<file path="src/rtl/clk_enable_bank.sv">
// Bank of independently programmable clock-enable generators sharing one clock.
// Each channel emits a one-cycle ce pulse every 2^prog cycles while running.
module clk_enable_bank #(
  parameter int N_CH       = 2,
  parameter int PROG_W     = 3,
  parameter int CNT_W      = 8,
  parameter int RESET_PROG = 0,
  parameter int RESYNC     = 1,
  parameter int SEL_W      = 1
) (
  input  logic                     clock,
  input  logic                     reset,
  input  logic                     update,
  input  logic [SEL_W-1:0]         ch_sel,
  input  logic [PROG_W-1:0]        prog,
  input  logic [N_CH-1:0]          start,
  input  logic [N_CH-1:0]          stop,
  output logic [N_CH-1:0]          ce,
  output logic [N_CH-1:0]          running,
  output logic [N_CH*PROG_W-1:0]   cur_prog,
  output logic                     upd_err
);

  typedef enum logic {ST_IDLE, ST_RUN} state_e;

  state_e              state_q [N_CH];
  state_e              state_d [N_CH];
  logic [CNT_W-1:0]    cnt_q   [N_CH];
  logic [CNT_W-1:0]    cnt_d   [N_CH];
  logic [PROG_W-1:0]   pend_q  [N_CH];
  logic [PROG_W-1:0]   pend_d  [N_CH];
  logic [PROG_W-1:0]   act_q   [N_CH];
  logic [PROG_W-1:0]   act_d   [N_CH];
  logic [N_CH-1:0]     ce_q, ce_d;
  logic [N_CH-1:0]     upd_hit;
  logic                upd_err_q, upd_err_d;
  logic                upd_valid;

  assign upd_valid = update && (int'(ch_sel) < N_CH);

  always_comb begin
    // NOTE: every always_comb output gets a default first so no path infers a latch.
    upd_err_d = update && !upd_valid;
    upd_hit   = '0;
    ce_d      = '0;
    for (int i = 0; i < N_CH; i++) begin
      upd_hit[i] = upd_valid && (int'(ch_sel) == i);
      state_d[i] = state_q[i];
      cnt_d[i]   = cnt_q[i];
      act_d[i]   = act_q[i];
      pend_d[i]  = upd_hit[i] ? prog : pend_q[i];

      // Priority: stop, start, resync update, then normal counting.
      if (stop[i]) begin
        state_d[i] = ST_IDLE;
        cnt_d[i]   = '0;
      end else if (start[i]) begin
        state_d[i] = ST_RUN;
        cnt_d[i]   = '0;
        act_d[i]   = pend_d[i];
      end else if (state_q[i] == ST_RUN) begin
        if ((RESYNC != 0) && upd_hit[i]) begin
          cnt_d[i] = '0;
          act_d[i] = prog;
        end else if (cnt_q[i] == ((CNT_W'(1) << act_q[i]) - CNT_W'(1))) begin
          cnt_d[i] = '0;
          ce_d[i]  = 1'b1;
          // Apply-at-wrap: the wrap uses the old ratio, the next period the new one.
          if (RESYNC == 0) act_d[i] = pend_q[i];
        end else begin
          cnt_d[i] = cnt_q[i] + CNT_W'(1);
        end
      end else begin
        cnt_d[i] = '0;
      end
    end
  end

  always_ff @(posedge clock) begin
    if (!reset) begin
      // NOTE: the per-channel arrays are control state, not storage, so every entry is reset.
      for (int i = 0; i < N_CH; i++) begin
        state_q[i] <= ST_IDLE;
        cnt_q[i]   <= '0;
        pend_q[i]  <= PROG_W'(RESET_PROG);
        act_q[i]   <= PROG_W'(RESET_PROG);
      end
      ce_q      <= '0;
      upd_err_q <= 1'b0;
    end else begin
      // NOTE: sequential state uses non-blocking assignments so all flops update together.
      for (int i = 0; i < N_CH; i++) begin
        state_q[i] <= state_d[i];
        cnt_q[i]   <= cnt_d[i];
        pend_q[i]  <= pend_d[i];
        act_q[i]   <= act_d[i];
      end
      ce_q      <= ce_d;
      upd_err_q <= upd_err_d;
    end
  end

  always_comb begin
    running  = '0;
    cur_prog = '0;
    for (int i = 0; i < N_CH; i++) begin
      running[i]                    = (state_q[i] == ST_RUN);
      cur_prog[i*PROG_W +: PROG_W]  = pend_q[i];
    end
  end

  assign ce      = ce_q;
  assign upd_err = upd_err_q;

endmodule

</file>
<file path="config.mk">
export PLATFORM = sky130hd
export DESIGN_NAME = clk_enable_bank
export DESIGN_NICKNAME = d
export VERILOG_FILES = /design/src/rtl/clk_enable_bank.sv
export SDC_FILE = /design/constraint.sdc
export NUM_CORES = 1
export LEC_CHECK = 0
export ABC_AREA = 0
export CELL_PAD_IN_SITES_DETAIL_PLACEMENT = 0
export CELL_PAD_IN_SITES_GLOBAL_PLACEMENT = 1
export CORE_UTILIZATION = 39
export CTS_BUF_LIST = sky130_fd_sc_hd__clkbuf_8
export DETAILED_ROUTE_END_ITERATION = 7
export PLACE_DENSITY = 0.86
export SLEW_MARGIN = 5
export SYNTH_ARGS = -nofsm -noshare
export SYNTH_HDL_FRONTEND = slang
export SYNTH_SLANG_ARGS = --single-unit
</file>
<file path="constraint.sdc">
create_clock -name clock -period 2.59 [get_ports clock]
set_input_delay 0.6475 -clock clock [delete_from_list [all_inputs] [get_ports clock]]
set_output_delay 0.6475 -clock clock [all_outputs]
set_load 0.01 [all_outputs]
</file>
Yosys cells after proc, flatten, opt, wreduce, memory -nomap -nowiden
Memories as Yosys holds them, arrays and structs flattened.
Cells that the tools add are included.
{ "totals": {"reg_bits": 2, "mem_bits_rw": 30, "inputBits": 11, "output_inout_bits": 11, "elab_cells": 66, "n_memories": 4} }
{ "classes": {"n_addsub": 4, "eq_ne": 2, "shifts": 2, "n_mux": 36, "bitwise": 12, "reduce_logical": 4} }
{ "memory_table": {"columns": ["memory", "words", "word_bits", "read_ports", "rd_clocked_by_memory_dff", "wr", "line_no", "source"], "rows": [
  ["cnt_q", 2, 8, 2, 0, 2, "28", "logic [CNT_W-1:0] cnt_q [N_CH];"],
  ["act_q", 2, 3, 2, 0, 2, "32", "logic [PROG_W-1:0] act_q [N_CH];"],
  ["pend_q", 2, 3, 2, 0, 2, "30", "logic [PROG_W-1:0] pend_q [N_CH];"],
  ["state_q", 2, 1, 2, 0, 2, "26", "state_e state_q [N_CH];"]
]} }
{ "op_table": {"columns": ["op", "count"], "rows": [
  ["8-bit 2-to-1 mux", 12],
  ["3-bit 2-to-1 mux", 14],
  ["8-bit by 1-bit adder with 8-bit output (second input constant)", 2],
  ["8-bit equality test", 2],
  ["1-bit by 3-bit left shift with 8-bit output (first input constant)", 2],
  ["8-bit by 1-bit subtractor with 8-bit output (second input constant)", 2],
  ["1-bit 2-to-1 mux", 10],
  ["5-bit OR reduction", 2],
  ["1-bit OR", 8],
  ["1-bit NOT", 4],
  ["1-bit logical AND", 2]
]} }

Logic depth before layout (Yosys ltp)
An unclocked memory read counts as a cell.
{ "depth": {"word_depth": 10, "ltp_mapped": 11, "mapped_depth_nobuf": 8} }

Worst setup path after synthesis
No wires, ideal clock.
{ "synth_timing": {"path_type": "reg2reg", "from": "memory act_q[0][0]", "to": "memory cnt_q[0][2]", "arrival_time_ns": 2.360, "setup_slack_ns": 0.097, "path_stages_with_launch": 11, "n_path_buf": 2, "cell_sequence": "dfxtp_1 clkbuf_1 inv_1 or3_1 ha_1 clkbuf_1 o21ba_2 o311ai_0 o41ai_1 o21bai_1 nor2_1"} }
{ "synth_rtl": {"columns": ["item", "line_no"], "rows": [
  ["from (decl)", "32"],
  ["to (decl)", "28"]
]} }

==> impl_metrics.env <==
export IMPL_share_comb_of_total_power_pct=17.5
export IMPL_portBuffers=20
export IMPL_grt_pass1_wl_um=6440
export IMPL_io_pins=22
export IMPL_status="completed"
export IMPL_met2_usage_pct=26.5
export IMPL_core_rowCount=24
export IMPL_seq_power_share_pct=46.0
export IMPL_drc_errors=0
export IMPL_fp_dieArea_um2=4880
export IMPL_met1_usage_pct=20.0
export IMPL_fillCellCount=444
export IMPL_rsz0062_at_grt="no"
export IMPL_synth_edf_count=0
export IMPL_start_kind="flip-flop"
export IMPL_ys_ff_latch=32
export IMPL_start_util_pct=40.9
export IMPL_grt_pass1_vias=1455
export IMPL_synth_area_top_cells="dfxtp_1 36%, xor2_1 5.9%, nand3_1 4.7%"
export IMPL_htree_num_levels=2
export IMPL_syn_area_um2=1790
export IMPL_grt_ovfl_total=0
export IMPL_powerDensity_nw_per_um2=523
export IMPL_ys_types=49
export IMPL_maxCapViolations=0
export IMPL_ys_seq_area_share_pct=35.7
export IMPL_first_pass_iters=4
export IMPL_postCtsSetupBuffers=0
export IMPL_p_total_mw=1.12
export IMPL_finalNonFillerCells=284
export IMPL_crit_type="flip-flop to flip-flop"
export IMPL_numCtsBuffers=5
export IMPL_antenna_found_initial=0
export IMPL_finalCriticalPeriod_ns=2.31
export IMPL_clockBufferDepth=2
export IMPL_synth_top_area_share_pct=35.7
export IMPL_tightestPinTransition_ns=0.510
export IMPL_chipHeight_um=69.8
export IMPL_swShare_pct=25.2
export IMPL_crit_fanout=10
export IMPL_power_leakage_nw=0.827
export IMPL_top_usage_layer="met2"
export IMPL_cts_root_buffer="clkbuf_8"
export IMPL_drive_gt1_share_pct=8.62
export IMPL_avgSynthCellArea_um2=8.42
export IMPL_critPathBufInv=2
export IMPL_fp_coreArea_um2=4380
export IMPL_syn_to_final_growth_pct=19.2
export IMPL_tritoncts="yes"
export IMPL_maxSlewHeadroom_pct=65.5
export IMPL_placed_cells=277
export IMPL_synthTopCellsByCount="32 x dfxtp_1, 22 x nor2_1, 17 x nand2_1, 17 x nand3_1, 12 x xor2_1"
export IMPL_slowest_stage="dfxtp_2"
export IMPL_path_cells="inv_1 -> or3_1 -> ha_1 -> o21ba_2 -> o311ai_0 -> o41ai_1 -> o21bai_1 -> buf_4 -> nor2_1"
export IMPL_fin_worst_skew_ns=0.00325
export IMPL_intPower_mw=0.837
export IMPL_grt_use_met3_pct=4.80
export IMPL_fp_dieW_um=69.8
export IMPL_antenna_cells=0
export IMPL_vias=1504
export IMPL_path_clk_slew_ns=0.06
export IMPL_synth_top_area_cell="dfxtp_1"
export IMPL_vias_per_cell=5.30
export IMPL_setup_viol=0
export IMPL_yosys_warnings=0
export IMPL_ant_nets=0
export IMPL_hp_class="flip-flop to flip-flop"
export IMPL_syn_inst=213
export IMPL_cts_sinks=32
export IMPL_wl_per_cell_um=12.8
export IMPL_drt_iter0_drc=48
export IMPL_routabilityCongestion=0.792
export IMPL_final_max_slew_viol_count=0
export IMPL_required_ns=2.76
export IMPL_finalCritPeriodShare_pct=89.1
export IMPL_fin_tns_setup_ns=0
export IMPL_track_usage_pct=16.2
export IMPL_async_flop_share_pct=0
export IMPL_pwr_share_clk_pct=36.4
export IMPL_p_sw_mw=0.282
export IMPL_cpPeakStageDelay_ns=0.40
export IMPL_max_freq_ghz=0.433
export IMPL_hpwlAfterDp_um=2650
export IMPL_ys_flop_type="dfxtp_1"
export IMPL_arrival_ns=2.48
export IMPL_synth_most_common_cell="dfxtp_1"
export IMPL_grt_max_degree=14
export IMPL_final_hold_viol_count=0
export IMPL_postCtsHoldBufs=0
export IMPL_clk_latency_ns=0.28
export IMPL_nNetsFinal=247
export IMPL_postSynthNetCount=228
export IMPL_routed_wl_um=3640
export IMPL_ir_worst_vdd_mv=0.374
export IMPL_path_delay_family="compound AO/OA/AOI/OAI gates"
export IMPL_crit_path_end_kind="flip-flop"
==> cell families after synthesis <==
group	synth area share, %
AND/OR/NAND/NOR	29.8
other	0.209
multiplexers	2.30
flip-flops	35.7
AO/OA/AOI/OAI	14.4
buffers and inverters	5.02
adder cells (fa/ha/maj)	2.79
XOR/XNOR	9.76
==> worst min-delay path: cells and delay by family, from the launching register on <==
kind             cells  cell delay (ns)
flip-flops           1             0.32
AND/OR/NAND/NOR      1             0.05
AO/OA/AOI/OAI        1             0.06
==> routing by layer <==
metal,wire length (um),vias up,part of all wire (%)
met5,0,-,0
li1,-,792,-
met1,1760,681,48
met3,125,10,3.4
met2,1690,21,46
met4,72,0,2.0
==> through the flow <==
step                      setup WS (ns)  utilization, %  hold WS (ns)  area, um2
after floorplan                  0.0967               -         0.464       1790
after global placement            0.270            46.5         0.473       2040
after detailed placement          0.187            46.5         0.481       2040
after CTS                         0.177            48.7         0.490       2140
after global routing              0.108            48.8         0.531       2140
final                             0.283            48.8         0.486       2140
==> cells in the final DEF (no fill, tap or decap), types with 2 or more instances in the layout <==
cell	count
nand3_1	17
dfxtp_1	31
nand2_1	17
nor3_1	4
nor4b_1	2
xor2_1	12
inv_1	5
and4_1	2
o21ai_0	2
nor2b_1	5
nand2b_1	3
clkdlybuf4s50_1	20
mux2i_1	3
nor2_1	22
and3_1	6
xnor2_1	8
nor4_1	7
nand4b_1	2
clkbuf_8	7
a21boi_0	4
buf_4	7
ha_1	4
nand3b_1	2
o21bai_1	2
a21oi_1	3
o211a_1	4
nor3b_1	3
o22ai_1	2
o311ai_0	3
and2_1	2
or3_1	3
==> path summary, 6_finish.rpt <==
check,slack (ns),cells after the start,start,end
worst max-delay path,0.28,9,act_q[0][0]$_SDFFE_PN0P_,cnt_q[0][0]$_SDFF_PP0_
worst min-delay path,0.49,2,pend_q[0][4]$_SDFF_PN0_,pend_q[0][4]$_SDFF_PN0_
worst max register to register,0.28,9,act_q[0][0]$_SDFFE_PN0P_,cnt_q[0][0]$_SDFF_PP0_
worst min register to register,0.49,2,pend_q[0][4]$_SDFF_PN0_,pend_q[0][4]$_SDFF_PN0_
==> sequential cells by signal (all words and copies together), names as in the netlist <==
name     count
cnt_q       16
pend_q       6
state_q      2
ce           2
act_q        6
==> power by group through the flow <==
stage	logic (mW)	registers (mW)	clock network, mW
4_1_cts	0.198	0.515	0.420
6_report	0.196	0.515	0.408
3_5_place_dp	0.196	0.526	0
3_3_place_gp	0.195	0.526	0
5_1_grt	0.218	0.517	0.445
2_1_floorplan	0.140	0.525	0
==> final cells by class <==
cell class / count / area (um2) / share of cell area, %
Sequential cell: 32 / 642 / 30.0
Timing Repair Buffer: 27 / 253 / 11.8
Clock buffer: 7 / 96.3 / 4.51
Tap cell: 52 / 65.1 / 3.04
Inverter: 5 / 18.8 / 0.878
Multi-Input combinational cell: 161 / 1060 / 49.7
==> repair_timing <==
action | 4_1_cts | 5_1_grt
gates resized for setup | 0 | 1
endpoints found under the setup margin | 0 | 1
hold endpoints to repair | 0 | 0
(Power assumes the default switching activity.)
==> RTL change 1 (same settings) <==
The parameter `PROG_W` goes from 3 to 6.
--- a/src/rtl/clk_enable_bank.sv
+++ b/src/rtl/clk_enable_bank.sv
@@ -4,3 +4,3 @@
   parameter int N_CH       = 2,
-  parameter int PROG_W     = 3,
+  parameter int PROG_W     = 6,
   parameter int CNT_W      = 8,
Interface: changed (resized cur_prog and prog); port bits go from 22 to 31. The function was not compared with the original's and may differ.
==> RTL change 1 against the unedited design <==
Wire length increased by 48%; synthesized area increased by 35%; worst setup slack got worse by 0.12 ns; total power increased by 36%; sequential cell count increased by 12; hold slack got worse by 0.0024 ns; final area increased by 39%; critical path type unchanged; critical endpoint is now ce[1]$_SDFF_PP0_.
==> RTL change 1: results (changes against the unedited design) <==
* CTS root buf: clkbuf_8 (unchanged)
* Nets at 348 (was 247)
* Clock skew at 0.00716 ns (was 0.00325 ns)
* Multiplexer share of the synthesized area at 3.76% (was 2.30%)
* DP HPWL at 3.95 mm (was 2.65 mm)
* Depth of the worst hold-timing path at 2 (unchanged)
* Pwr per Cell Area at 514 nW/um^2 (was 523 nW/um^2)
* Finished Layout Cells at 406 (was 284)
* Critical path peak fanout at 9 (was 10)
* Clk_lat worst skew at 0.30 ns (was 0.28 ns)
* Net Sw Power at 0.404 mW (was 0.282 mW)
* Pre-CTS worst setup slack at -0.0186 ns (was 0.187 ns)
* Clock transition at path regs at 0.08 ns (was 0.06 ns)
* CP max-delay cell: nor4_2 (was dfxtp_2)
* Syn Nets at 319 (was 228)
* DP Area at 2800 sq um (was 2040 sq um)
* Cell count after placement at 396 (was 277)
* Library cells used by synthesis at 50 (was 49)
* Tot GR Track Use at 17.6% (was 16.2%)
* Global placement routability congestion at 0.851 (was 0.792)
* Clock power share at 33.5% (was 36.4%)
* Max IR drop VDD at 0.364 mV (was 0.374 mV)
* Htree depth at 2 (unchanged)
* Largest regs: cnt_q: 16 flops, act_q: 12 flops, pend_q: 12 flops (was cnt_q: 16 flops, act_q: 6 flops, pend_q: 6 flops)
* Area share of fa/ha/maj cells after synthesis at 2.06% (was 2.79%)
* Slowest stage delay, CP at 0.38 ns (was 0.40 ns)
* Leakage power at 1.20 nW (was 0.827 nW)
* Vias in the first global route at 1918 (was 1455)
* Pin count of the biggest net entering global routing at 19 (was 14)
* Detailed Routing Iterations Pass 1 at 4 (unchanged)
* Compound-Gate Fraction of Synth Area at 17.5% (was 14.4%)
* Status: completed (unchanged)
* Worst slew margin at 61.6% (was 65.5%)
* Port bufs at 29 (was 20)
* Global-route wire length before repair at 8.89 mm (was 6.44 mm)
* Layout cells sized above 1 at 8.46% (was 8.62%)
* Register area share after synthesis at 36.3% (was 35.7%)
* CP arrival at 2.62 ns (was 2.48 ns)
* Initial DRC count at 90 (was 48)
* Worst r2r path cells at 10 (was 9)
* Combinational power at 0.295 mW (was 0.196 mW)
* Diode count at 0 (unchanged)
* Vias per inst at 5.28 (was 5.30)
* Avg WL per Cell at 13.3 microns (was 12.8 microns)
* XOR/XNOR share of the synthesized area at 7.94% (was 9.76%)
* CP top delay family: simple AND/OR/NAND/NOR gates (was compound AO/OA/AOI/OAI gates)
* Largest cells by area after synthesis: dfxtp_1 (36%), nand2_1 (9.1%), xnor2_1 (5.8%), a21boi_0 (4.6%), nor2_1 (4.0%) (was dfxtp_1 (36%), xor2_1 (5.9%), nand3_1 (4.7%), nor2_1 (4.6%), xnor2_1 (3.9%))
* Commonest cells post-synth: nand2_1 (59), dfxtp_1 (44), nor2_1 (26) (was dfxtp_1 (32), nor2_1 (22), nand2_1 (17), nand3_1 (17), xor2_1 (12))
* Mean area per synthesized cell at 8.06 sq um (was 8.42 sq um)
[RTL change 1: layer usage]
layer | vias up | routed length (microns) | global-route usage (%)
met2 | 33 | 2410 | 28.3
met3 | 8 | 148 | 3.37
met4 | 0 | 80 | 5.36
met5 | - | 0 | 0
li1 | 1097 | - | -
met1 | 1006 | 2750 | 23.8
[RTL change 1: repair_timing]
| action | in CTS | in global routing |
|---|---|---|
| hold buffers | 0 | 0 |
| buffers inserted | 0 | 2 |
| pin swaps | 1 | 2 |
| resized for setup | 1 | 5 |
| endpoints found under the setup margin | 10 | 18 |
[RTL change 1: worst paths after layout]
kind | start | end | slack (ns)
hold reg to reg | pend_q[0][9]$_SDFF_PN0_ | pend_q[0][9]$_SDFF_PN0_ | 0.48
setup / recovery | act_q[0][11]$_SDFFE_PN0P_ | ce[1]$_SDFF_PP0_ | 0.16
hold / removal | pend_q[0][9]$_SDFF_PN0_ | pend_q[0][9]$_SDFF_PN0_ | 0.48
setup reg to reg | act_q[0][11]$_SDFFE_PN0P_ | ce[1]$_SDFF_PP0_ | 0.16
[RTL change 1: kinds of logic (layout without fill, tap and decap cells)]
| family | Yosys count | after routing |
|---|---|---|
| simple gates | 138 | 138 |
| compound gates | 61 | 61 |
| flops | 44 | 44 |
| xor+xnor | 22 | 22 |
| buf+inv | 22 | 52 |
| mux | 9 | 9 |
| fa+ha+maj | 4 | 4 |
| other cells | 1 | 1 |
[RTL change 1: area by class of cell]
class | count | area (sq um)
Clock buffer | 5 | 68.8
Multi-Input combinational cell | 235 | 1480
Clock inverter | 3 | 38.8
Timing Repair Buffer | 40 | 385
Inverter | 4 | 15.0
Tap cell | 75 | 93.8
Sequential cell | 44 | 881
Fill cell | 589 | 2990
==> RTL change 2 (same settings) <==
Without the edit above. Put a register stage on the output `cur_prog`, with the module's reset. The value now appears one clock later. The other outputs are not delayed to match.
--- a/src/rtl/clk_enable_bank.sv
+++ b/src/rtl/clk_enable_bank.sv
@@ -24,2 +24,4 @@
   typedef enum logic {ST_IDLE, ST_RUN} state_e;
+
+  logic [N_CH*PROG_W-1:0] cur_prog_d;
 
@@ -104,6 +106,6 @@
     running  = '0;
-    cur_prog = '0;
+    cur_prog_d = '0;
     for (int i = 0; i < N_CH; i++) begin
       running[i]                    = (state_q[i] == ST_RUN);
-      cur_prog[i*PROG_W +: PROG_W]  = pend_q[i];
+      cur_prog_d[i*PROG_W +: PROG_W]  = pend_q[i];
     end
@@ -114,2 +116,10 @@
 
+  always_ff @(posedge clock) begin
+    if (!reset) begin
+      cur_prog <= '0;
+    end else begin
+      cur_prog <= cur_prog_d;
+    end
+  end
+
 endmodule
Check against the original RTL: not equivalent (a bounded check fails within 4 cycles, from zero or initial values and one cycle with reset low).
==> RTL change 2 against the unedited design <==
Via count grew 7.2%; final area increased by 8.2%; core utilization fell by 0.11 points; total power grew 6.2%; worst setup slack got worse by 0.14 ns; sequential cell count grew 6; die area rose by 7.4%; fmax down 5.6%; synthesized cell count is 3.8% higher; cell count rose by 11%; wire length fell by 0.63%; synthesized area up 7.6%; critical path type unchanged.
==> RTL change 2: results (changes against the unedited design) <==
* XOR/XNOR share of the synthesized area at 10.4% (was 9.76%)
* Logic inverters at 8 (was 5)
* Tot GR Track Use at 15.2% (was 16.2%)
* Clkbuf count at 6 (was 7)
* Multi-input logic portion of the cell area at 46.6% (was 49.7%)
* Pre-CTS worst setup slack at 0.0664 ns (was 0.187 ns)
* Fill cells at 479 (was 444)
* Syn Nets at 236 (was 228)
* CP arrival at 2.62 ns (was 2.48 ns)
* Commonest cells post-synth: dfxtp_1 (38), nand2_1 (25), xnor2_1 (15) (was dfxtp_1 (32), nor2_1 (22), nand2_1 (17), nand3_1 (17), xor2_1 (12))
* CP Capture Point: cnt_q[0][13]$_SDFF_PP0_ (was cnt_q[0][0]$_SDFF_PP0_)
* DP HPWL at 2.69 mm (was 2.65 mm)
* Vias at 1612 (was 1504)
* Mean area per synthesized cell at 8.74 sq um (was 8.42 sq um)
* Buffer share of cell area at 11.6% (was 11.8%)
* Register area share after synthesis at 39.4% (was 35.7%)
* Final clock-cell share at 3.95% (was 4.51%)
* Area share of fa/ha/maj cells after synthesis at 2.59% (was 2.79%)
* Switching part of the total at 24.9% (was 25.2%)
* Crit. Startpoint: act_q[0][3]$_SDFFE_PN0P_ (was act_q[0][0]$_SDFFE_PN0P_)
* Flop+latch power at 0.609 mW (was 0.515 mW)
* Finished Layout Cells at 315 (was 284)
* Depth of the worst hold-timing path at 1 (was 2)
* Largest cells by area after synthesis: dfxtp_1 (39%), xnor2_1 (6.8%), nand2_1 (4.9%), xor2_1 (3.6%), and2_1 (3.6%) (was dfxtp_1 (36%), xor2_1 (5.9%), nand3_1 (4.7%), nor2_1 (4.6%), xnor2_1 (3.9%))
* Register share of total power at 51.2% (was 46.0%)
* Status: completed (unchanged)
* Clock skew at 0.00209 ns (was 0.00325 ns)
* HP Start: pend_q[0][2]$_SDFF_PN0_ (was pend_q[0][4]$_SDFF_PN0_)
* Cell count after placement at 307 (was 277)
* FF-to-FF setup slack at 0.15 ns (was 0.28 ns)
* Pin count of the biggest net entering global routing at 20 (was 14)
* Worst r2r path cells at 8 (was 9)
* Global placement routability congestion at 0.752 (was 0.792)
* Non-clk bufs at 29 (was 27)
* Nets at 262 (was 247)
* DP Area at 2220 sq um (was 2040 sq um)
* Layout cells sized above 1 at 8.06% (was 8.62%)
* Critical path peak fanout at 8 (was 10)
* Global-route wire length before repair at 6.23 mm (was 6.44 mm)
* Core Region at 4750 sq um (was 4380 sq um)
* Multi-In Gates at 165 (was 161)
* Initial DRC count at 116 (was 48)
* WHS Endpoint: cur_prog[2]$_SDFF_PN0_ (was pend_q[0][4]$_SDFF_PN0_)
* Leakage power at 0.888 nW (was 0.827 nW)
* Compound-Gate Fraction of Synth Area at 15.9% (was 14.4%)
* Vias in the first global route at 1409 (was 1455)
* Avg WL per Cell at 11.5 microns (was 12.8 microns)
* Multiplexer share of the synthesized area at 0.518% (was 2.30%)
* Sequential Area at 762 sq um (was 642 sq um)
* Synth-to-Final Area Change at 19.8% (was 19.2%)
* Worst slew margin at 61.7% (was 65.5%)
RTL change 2: cell count changes in the layout (fill, tap and decap cells not counted), sizes merged, moves of 4 or more:
cell   unedited run  this run
nor2             22        13
o21ai             2         8
xor2             12         8
and2              2        11
a21oi             3        10
xnor2             8        15
nand2            17        25
nor4              7         3
inv               5         9
nand3            17        11
dfxtp            32        38
RTL change 2: worst max-delay path, stage by stage (launching register included):
cell and delay (ns):
dfxtp_2 0.39, inv_1 0.07, or3_1 0.34, ha_1 0.25, nor3b_1 0.20, or4_1 0.50, a32o_1 0.27, o21ai_4 0.23
nor2b_1 0.08
RTL change 2: metal layers:
metal  track usage (%)  vias to the layer above  share of wire [%]
met4              5.88                        0                1.4
met5                 0                        -                  0
met3              4.17                        7                4.0
met1              19.5                      752                 49
met2              24.3                       30                 46
li1                  -                      823                  -
